**config.mk**
```make
export PLATFORM = sky130hd
export DESIGN_NAME = bit_scatter_32_flat
export DESIGN_NICKNAME = d
export VERILOG_FILES = /design/src/rtl/bit_scatter_pkg.sv /design/src/rtl/bit_scatter_32_if.sv /design/src/rtl/bit_scatter_32_decoder.sv /design/src/rtl/bit_scatter_32.sv /design/src/flat_wrapper.sv
export SDC_FILE = /design/constraint.sdc
export NUM_CORES = 1
export LEC_CHECK = 0
export BUFFER_PORTS_ARGS = -buffer_cell sky130_fd_sc_hd__buf_2
export CAP_MARGIN = 20
export CORE_ASPECT_RATIO = 1.1
export CORE_MARGIN = 4
export CORE_UTILIZATION = 40
export CTS_CLUSTER_DIAMETER = 120
export DETAILED_ROUTE_END_ITERATION = 16
export GPL_ROUTABILITY_DRIVEN = 0
export PLACE_DENSITY = 0.59
export SYNTH_ARGS = -nofsm -noshare
export SYNTH_HDL_FRONTEND = slang
export SYNTH_HIERARCHICAL = 1
export SYNTH_SLANG_ARGS = --single-unit
```
**constraint.sdc**
```tcl
create_clock -name clock -period 2.7 [get_ports clock]
set_clock_uncertainty 0.1 [all_clocks]
set_input_delay 0.135 -clock clock [delete_from_list [all_inputs] [get_ports clock]]
set_output_delay 0.135 -clock clock [all_outputs]
set_load 0.02 [all_outputs]
```
**src/rtl/bit_scatter_pkg.sv**
```systemverilog
// Shared widths and FSM encoding for the serial-to-parallel word assembler.
package bit_scatter_pkg;
    localparam int WORD_W = 32;
    localparam int PTR_W  = 5;
    localparam int LEN_W  = 6;

    typedef enum logic {
        ST_FILL = 1'b0,
        ST_WAIT = 1'b1
    } state_e;
endpackage

```
**src/rtl/bit_scatter_32_if.sv**
```systemverilog
// Bit-in / word-out handshake bundle for bit_scatter_32.
interface bit_scatter_32_if;
    import bit_scatter_pkg::*;

    logic              in_valid;
    logic              in_ready;
    logic              in_bit;
    logic              in_last;
    logic              out_valid;
    logic              out_ready;
    logic [WORD_W-1:0] out_word;
    logic [LEN_W-1:0]  out_len;

    // Producer of bits / consumer of words.
    modport master (
        output in_valid, in_bit, in_last, out_ready,
        input  in_ready, out_valid, out_word, out_len
    );

    // The assembler itself.
    modport slave (
        input  in_valid, in_bit, in_last, out_ready,
        output in_ready, out_valid, out_word, out_len
    );
endinterface

```
**src/rtl/bit_scatter_32_decoder.sv**
```systemverilog
// 5-bit index to 32-bit one-hot write enable; all zero when en_i is low.
module decoder_5_32 (
    input  logic [4:0]  idx_i,
    input  logic        en_i,
    output logic [31:0] onehot_o
);
    for (genvar g = 0; g < 32; g++) begin : g_dec
        assign onehot_o[g] = en_i && (idx_i == 5'(g));
    end
endmodule

```
**src/rtl/bit_scatter_32.sv**
```systemverilog
// Serial bit stream to 32-bit word assembler with a one-word output register
// plus a held accumulator, giving double buffering against a stalled consumer.
module bit_scatter_32
    import bit_scatter_pkg::*;
#(
    parameter bit MSB_FIRST = 1'b0
) (
    input  logic             clock,
    input  logic             reset,
    bit_scatter_32_if.slave  bus
);
    state_e            state_q, state_d;
    logic [PTR_W-1:0]  ptr_q, ptr_d;
    logic [WORD_W-1:0] acc_q, acc_d;
    logic [LEN_W-1:0]  len_q, len_d;
    logic              out_valid_q, out_valid_d;
    logic [WORD_W-1:0] out_word_q, out_word_d;
    logic [LEN_W-1:0]  out_len_q, out_len_d;

    logic              in_ready;
    logic              accept, handoff, complete, slot_free;
    logic [PTR_W-1:0]  wpos;
    logic [WORD_W-1:0] we, acc_wr;
    logic [LEN_W-1:0]  len_now;

    assign in_ready  = (state_q == ST_FILL);
    assign accept    = bus.in_valid && in_ready;
    assign handoff   = out_valid_q && bus.out_ready;
    assign complete  = accept && ((ptr_q == PTR_W'(WORD_W-1)) || bus.in_last);
    assign slot_free = !out_valid_q || handoff;
    assign len_now   = {1'b0, ptr_q} + LEN_W'(1);
    // 31-ptr is the bitwise inverse of a 5-bit pointer.
    assign wpos      = MSB_FIRST ? ~ptr_q : ptr_q;

    decoder_5_32 u_dec (
        .idx_i    (wpos),
        .en_i     (accept),
        .onehot_o (we)
    );

    assign acc_wr = (acc_q & ~we) | (we & {WORD_W{bus.in_bit}});

    always_comb begin
        state_d     = state_q;
        ptr_d       = ptr_q;
        acc_d       = acc_q;
        len_d       = len_q;
        out_valid_d = handoff ? 1'b0 : out_valid_q;
        out_word_d  = out_word_q;
        out_len_d   = out_len_q;
        unique case (state_q)
            ST_FILL: begin
                if (accept) begin
                    if (!complete) begin
                        acc_d = acc_wr;
                        ptr_d = ptr_q + PTR_W'(1);
                    end else if (slot_free) begin
                        out_word_d  = acc_wr;
                        out_len_d   = len_now;
                        out_valid_d = 1'b1;
                        acc_d       = '0;
                        ptr_d       = '0;
                    end else begin
                        // Consumer stalled: park the finished word in the accumulator.
                        acc_d   = acc_wr;
                        len_d   = len_now;
                        state_d = ST_WAIT;
                    end
                end
            end
            ST_WAIT: begin
                if (handoff) begin
                    out_word_d  = acc_q;
                    out_len_d   = len_q;
                    out_valid_d = 1'b1;
                    acc_d       = '0;
                    ptr_d       = '0;
                    state_d     = ST_FILL;
                end
            end
            default: state_d = ST_FILL;
        endcase
    end

    always_ff @(posedge clock or posedge reset) begin
        if (reset) begin
            state_q     <= ST_FILL;
            ptr_q       <= '0;
            acc_q       <= '0;
            len_q       <= '0;
            out_valid_q <= 1'b0;
            out_word_q  <= '0;
            out_len_q   <= '0;
        end else begin
            state_q     <= state_d;
            ptr_q       <= ptr_d;
            acc_q       <= acc_d;
            len_q       <= len_d;
            out_valid_q <= out_valid_d;
            out_word_q  <= out_word_d;
            out_len_q   <= out_len_d;
        end
    end

    assign bus.in_ready  = in_ready;
    assign bus.out_valid = out_valid_q;
    assign bus.out_word  = out_word_q;
    assign bus.out_len   = out_len_q;
endmodule
```
**src/flat_wrapper.sv**
```systemverilog
// flat-port wrapper written by rule: the top's interface ports become plain ports
module bit_scatter_32_flat import bit_scatter_pkg::*;
#(
    parameter bit MSB_FIRST = 1'b0
)
  (clock, reset, bus_in_valid, bus_in_bit, bus_in_last, bus_out_ready, bus_in_ready, bus_out_valid, bus_out_word, bus_out_len);
  bit_scatter_32_if bus_i ();
  input  logic clock;
  input  logic reset;
  input wire logic [$bits(bus_i.in_valid)-1:0] bus_in_valid;
  input wire logic [$bits(bus_i.in_bit)-1:0] bus_in_bit;
  input wire logic [$bits(bus_i.in_last)-1:0] bus_in_last;
  input wire logic [$bits(bus_i.out_ready)-1:0] bus_out_ready;
  output wire logic [$bits(bus_i.in_ready)-1:0] bus_in_ready;
  output wire logic [$bits(bus_i.out_valid)-1:0] bus_out_valid;
  output wire logic [$bits(bus_i.out_word)-1:0] bus_out_word;
  output wire logic [$bits(bus_i.out_len)-1:0] bus_out_len;
  assign bus_i.in_valid = bus_in_valid;
  assign bus_i.in_bit = bus_in_bit;
  assign bus_i.in_last = bus_in_last;
  assign bus_i.out_ready = bus_out_ready;
  assign bus_in_ready = bus_i.in_ready;
  assign bus_out_valid = bus_i.out_valid;
  assign bus_out_word = bus_i.out_word;
  assign bus_out_len = bus_i.out_len;
  bit_scatter_32 #(.MSB_FIRST(MSB_FIRST)) u_core (.clock(clock), .reset(reset), .bus(bus_i));
endmodule
```
==> summary.txt <==
Worst hold path
  • Worst hold stages: 3
  • Hold Path Class: in2reg

Cells and area
  • P&R area growth vs syn: 15.7%
  • Fraction of layout cells with a size suffix above 1: 0.350
  • Filler cells: 1050
  • Commonest non-fill, non-tap cell in the layout: dfrtp_1
  • # diodes: 0
  • Most frequent cells in the layout: 83 x dfrtp_1, 45 x buf_2, 44 x o21ai_0
  • Nets: 446

Clock tree
  • H-Tree Depth: 3
  • Clk buf depth: 2
  • Root buffer cell: clkbuf_16
  • Clock slew at reported path FFs: 0.06 ns
  • Clock sink count: 83
  • Post-CTS Setup Bufs: 0
  • Hold buffers post-CTS: 1
  • Num CTS Buffers: 9
  • TritonCTS clock tree: yes
  • Resize count post-CTS: 0
  • Clk Latency, worst-skew pair: 0.34 ns

GRT
  • Most Crowded Layer GR: met2
  • Overflow after GRT: 0
  • Vias in the first global route: 3297
  • GR met3 Demand/Resource: 0.0252
  • M1 GR Usage: 0.224
  • Total GRT Usage: 0.166
  • Largest net degree at the start of global routing: 84
  • Met2 usage: 0.260
  • Initial antenna violation count: 0
  • First-pass GRT wire length: 16900 um

Route
  • DRC viols: 0
  • Vias per inst: 5.71
  • Antenna viol nets, final: 0
  • Vias after detailed routing: 3344
  • Drt initial violations: 195
  • Total wire length: 10100 um
  • Initial DRT Pass Iterations: 4
  • Routed length per instance: 17.2 um

Synth
  • Number of synthesized register bits: 83
  • Synth area leader: dfrtp_1
  • Post-synth EDFFs: 0
  • Average size of a mapped cell: 11.0 sq um
  • Synth Net Count: 406
  • Register area share after synthesis: 0.476
  • Post-synthesis instance area: 4360 sq um
  • Netlist cell types: 37
  • Ys Warns: 6
  • Ys async rst share: 1.00
  • Synthesized instance count: 398
  • Share of the synthesized area in the top cell type: 0.476
  • Synth area leaders: dfrtp_1 48%, a32o_1 7.6%, mux2_4 6.5%, a31o_2 6.4%, a21boi_0 5.5%
  • Main synth FF type: dfrtp_1

STA
  • Max Clock Freq: 403 MHz
  • Worst setup margin: 0.220 ns
  • Slew margin rel.: 0.585
  • RSZ-0062 raised after global routing: no
  • Final Hold Fails: 0
  • Setup TNS: 0 ns
  • Setup violators final: 0
  • Minimum clock period after layout: 2.48 ns
  • Final period util: 0.919
  • Slew Viols, Final: 0
  • Least-Margin Pin Slew: 0.623 ns

Placement
  • Worst slack, placed: 0.245 ns
  • I/O Buffers: 45
  • HPWL after DPL: 6220 um

Power and ir drop
  • Overall Power: 3.76 mW
  • PD cells: 744 nW/um^2
  • VDD IR max: 0.000299 V
  • Static Leak: 2.36 nW

Critical path
  • Crit path kind: reg2reg
  • Critical Path End Type: register
  • CP Data Required Time: 2.82 ns
  • Crit path DAT: 2.60 ns
  • CP startpoint kind: register
  • Reg2Reg Depth: 8
  • Max FO, Critical Path: 19

Die
  • Die Span Y: 118 um
  • Die area: 12600 sq um
  • Core region area: 10500 sq um
  • FP Rows: 39
  • Effective utilization at floorplan: 0.414
  • Io pins: 46
  • Die Wd: 108 um

Run status
  • Status: completed

Flow run
  • Max cap viols: 0
sequential cells by signal, indices dropped and copies added, names as in the netlist:
name                  count
u_core/bus.out_len        6
u_core/state_q            1
u_core/ptr_q              5
u_core/bus.out_word      32
u_core/acc_q             32
u_core/bus.out_valid      1
u_core/len_q              6
worst max-delay path, stage by stage, from the launching register on:
cell and delay (ns):
dfrtp_1 0.43, ha_1 0.25, and3_1 0.20, ha_1 0.18
or2_1 0.34, a22oi_4 0.20, nor2_4 0.04, buf_4 0.24
mux2_4 0.34
where the power goes:
| group | internal, mW | total, mW | leakage, nW | switching [mW] |
|---|---|---|---|---|
| clock | 0.643 | 1.12 | 0.139 | 0.478 |
| sequential | 1.36 | 1.44 | 1.14 | 0.0772 |
| combinational | 0.428 | 1.20 | 1.08 | 0.769 |
| total | 2.43 | 3.76 | 2.36 | 1.32 |
cell type report:
type / count / area, sq um / share of cell area
clock buffers: 11 / 243 / 0.0481
clock inverters: 5 / 28.8 / 0.00570
inverters: 6 / 26.3 / 0.00520
multi-input cells: 276 / 2110 / 0.419
flip-flops and latches: 83 / 2080 / 0.411
well taps: 143 / 179 / 0.0354
repair buffers: 62 / 380 / 0.0753
synth_stat cells (3+ instances only):
master / instances
nand2b_1: 3
a31o_2: 32
nand2_1: 24
inv_1: 5
nand3_1: 4
nor3_1: 3
dfrtp_1: 83
buf_2: 7
clkbuf_1: 22
buf_6: 3
mux2_4: 19
mux2_2: 20
a21boi_0: 32
nand4bb_1: 3
o21ai_0: 44
nor2_1: 35
nand4b_1: 3
a32o_1: 33
path summary, 6_finish.rpt:
path | from | endpoint | slack [ns]
setup / recovery | u_core/ptr_q[1]$_DFFE_PP0P_ | u_core/bus.out_word[11]$_DFFE_PP0P_ | 0.22
hold / removal | bus_in_valid | u_core/ptr_q[1]$_DFFE_PP0P_ | 0.03
setup reg to reg | u_core/ptr_q[1]$_DFFE_PP0P_ | u_core/bus.out_word[11]$_DFFE_PP0P_ | 0.22
hold reg to reg | u_core/len_q[4]$_DFFE_PP0P_ | u_core/len_q[4]$_DFFE_PP0P_ | 0.38
max in group asynchronous | reset | u_core/acc_q[10]$_DFFE_PP0P_ | 1.80
min in group asynchronous | reset | u_core/bus.out_word[25]$_DFFE_PP0P_ | 0.33
stage by stage:
| step | area, sq um | hold slack [ns] | std cells | utilization |
|---|---|---|---|---|
| after floorplan | 4360 | 0.187 | 398 | - |
| after global placement | 4770 | 0.168 | 569 | 0.452 |
| after detailed placement | 4770 | 0.171 | 569 | 0.452 |
| after CTS | 5050 | 0.0215 | 586 | 0.479 |
| after global routing | 5050 | 0.0436 | 586 | 0.479 |
| final | 5050 | 0.0339 | 586 | 0.479 |
logic make-up after synthesis:
logic type | share of synthesized area
multiplexers | 0.117
buffers and inverters | 0.0421
AO/OA/AOI/OAI | 0.262
flip-flops | 0.476
XOR/XNOR | 0.00401
adder cells (fa/ha/maj) | 0.00573
AND/OR/NAND/NOR | 0.0932
per-layer routing:
metal	wire, um	part of all wire
met4	216	0.021
met3	325	0.032
met1	4610	0.46
met5	0	0
met2	4940	0.49
(Power assumes the default switching activity.)
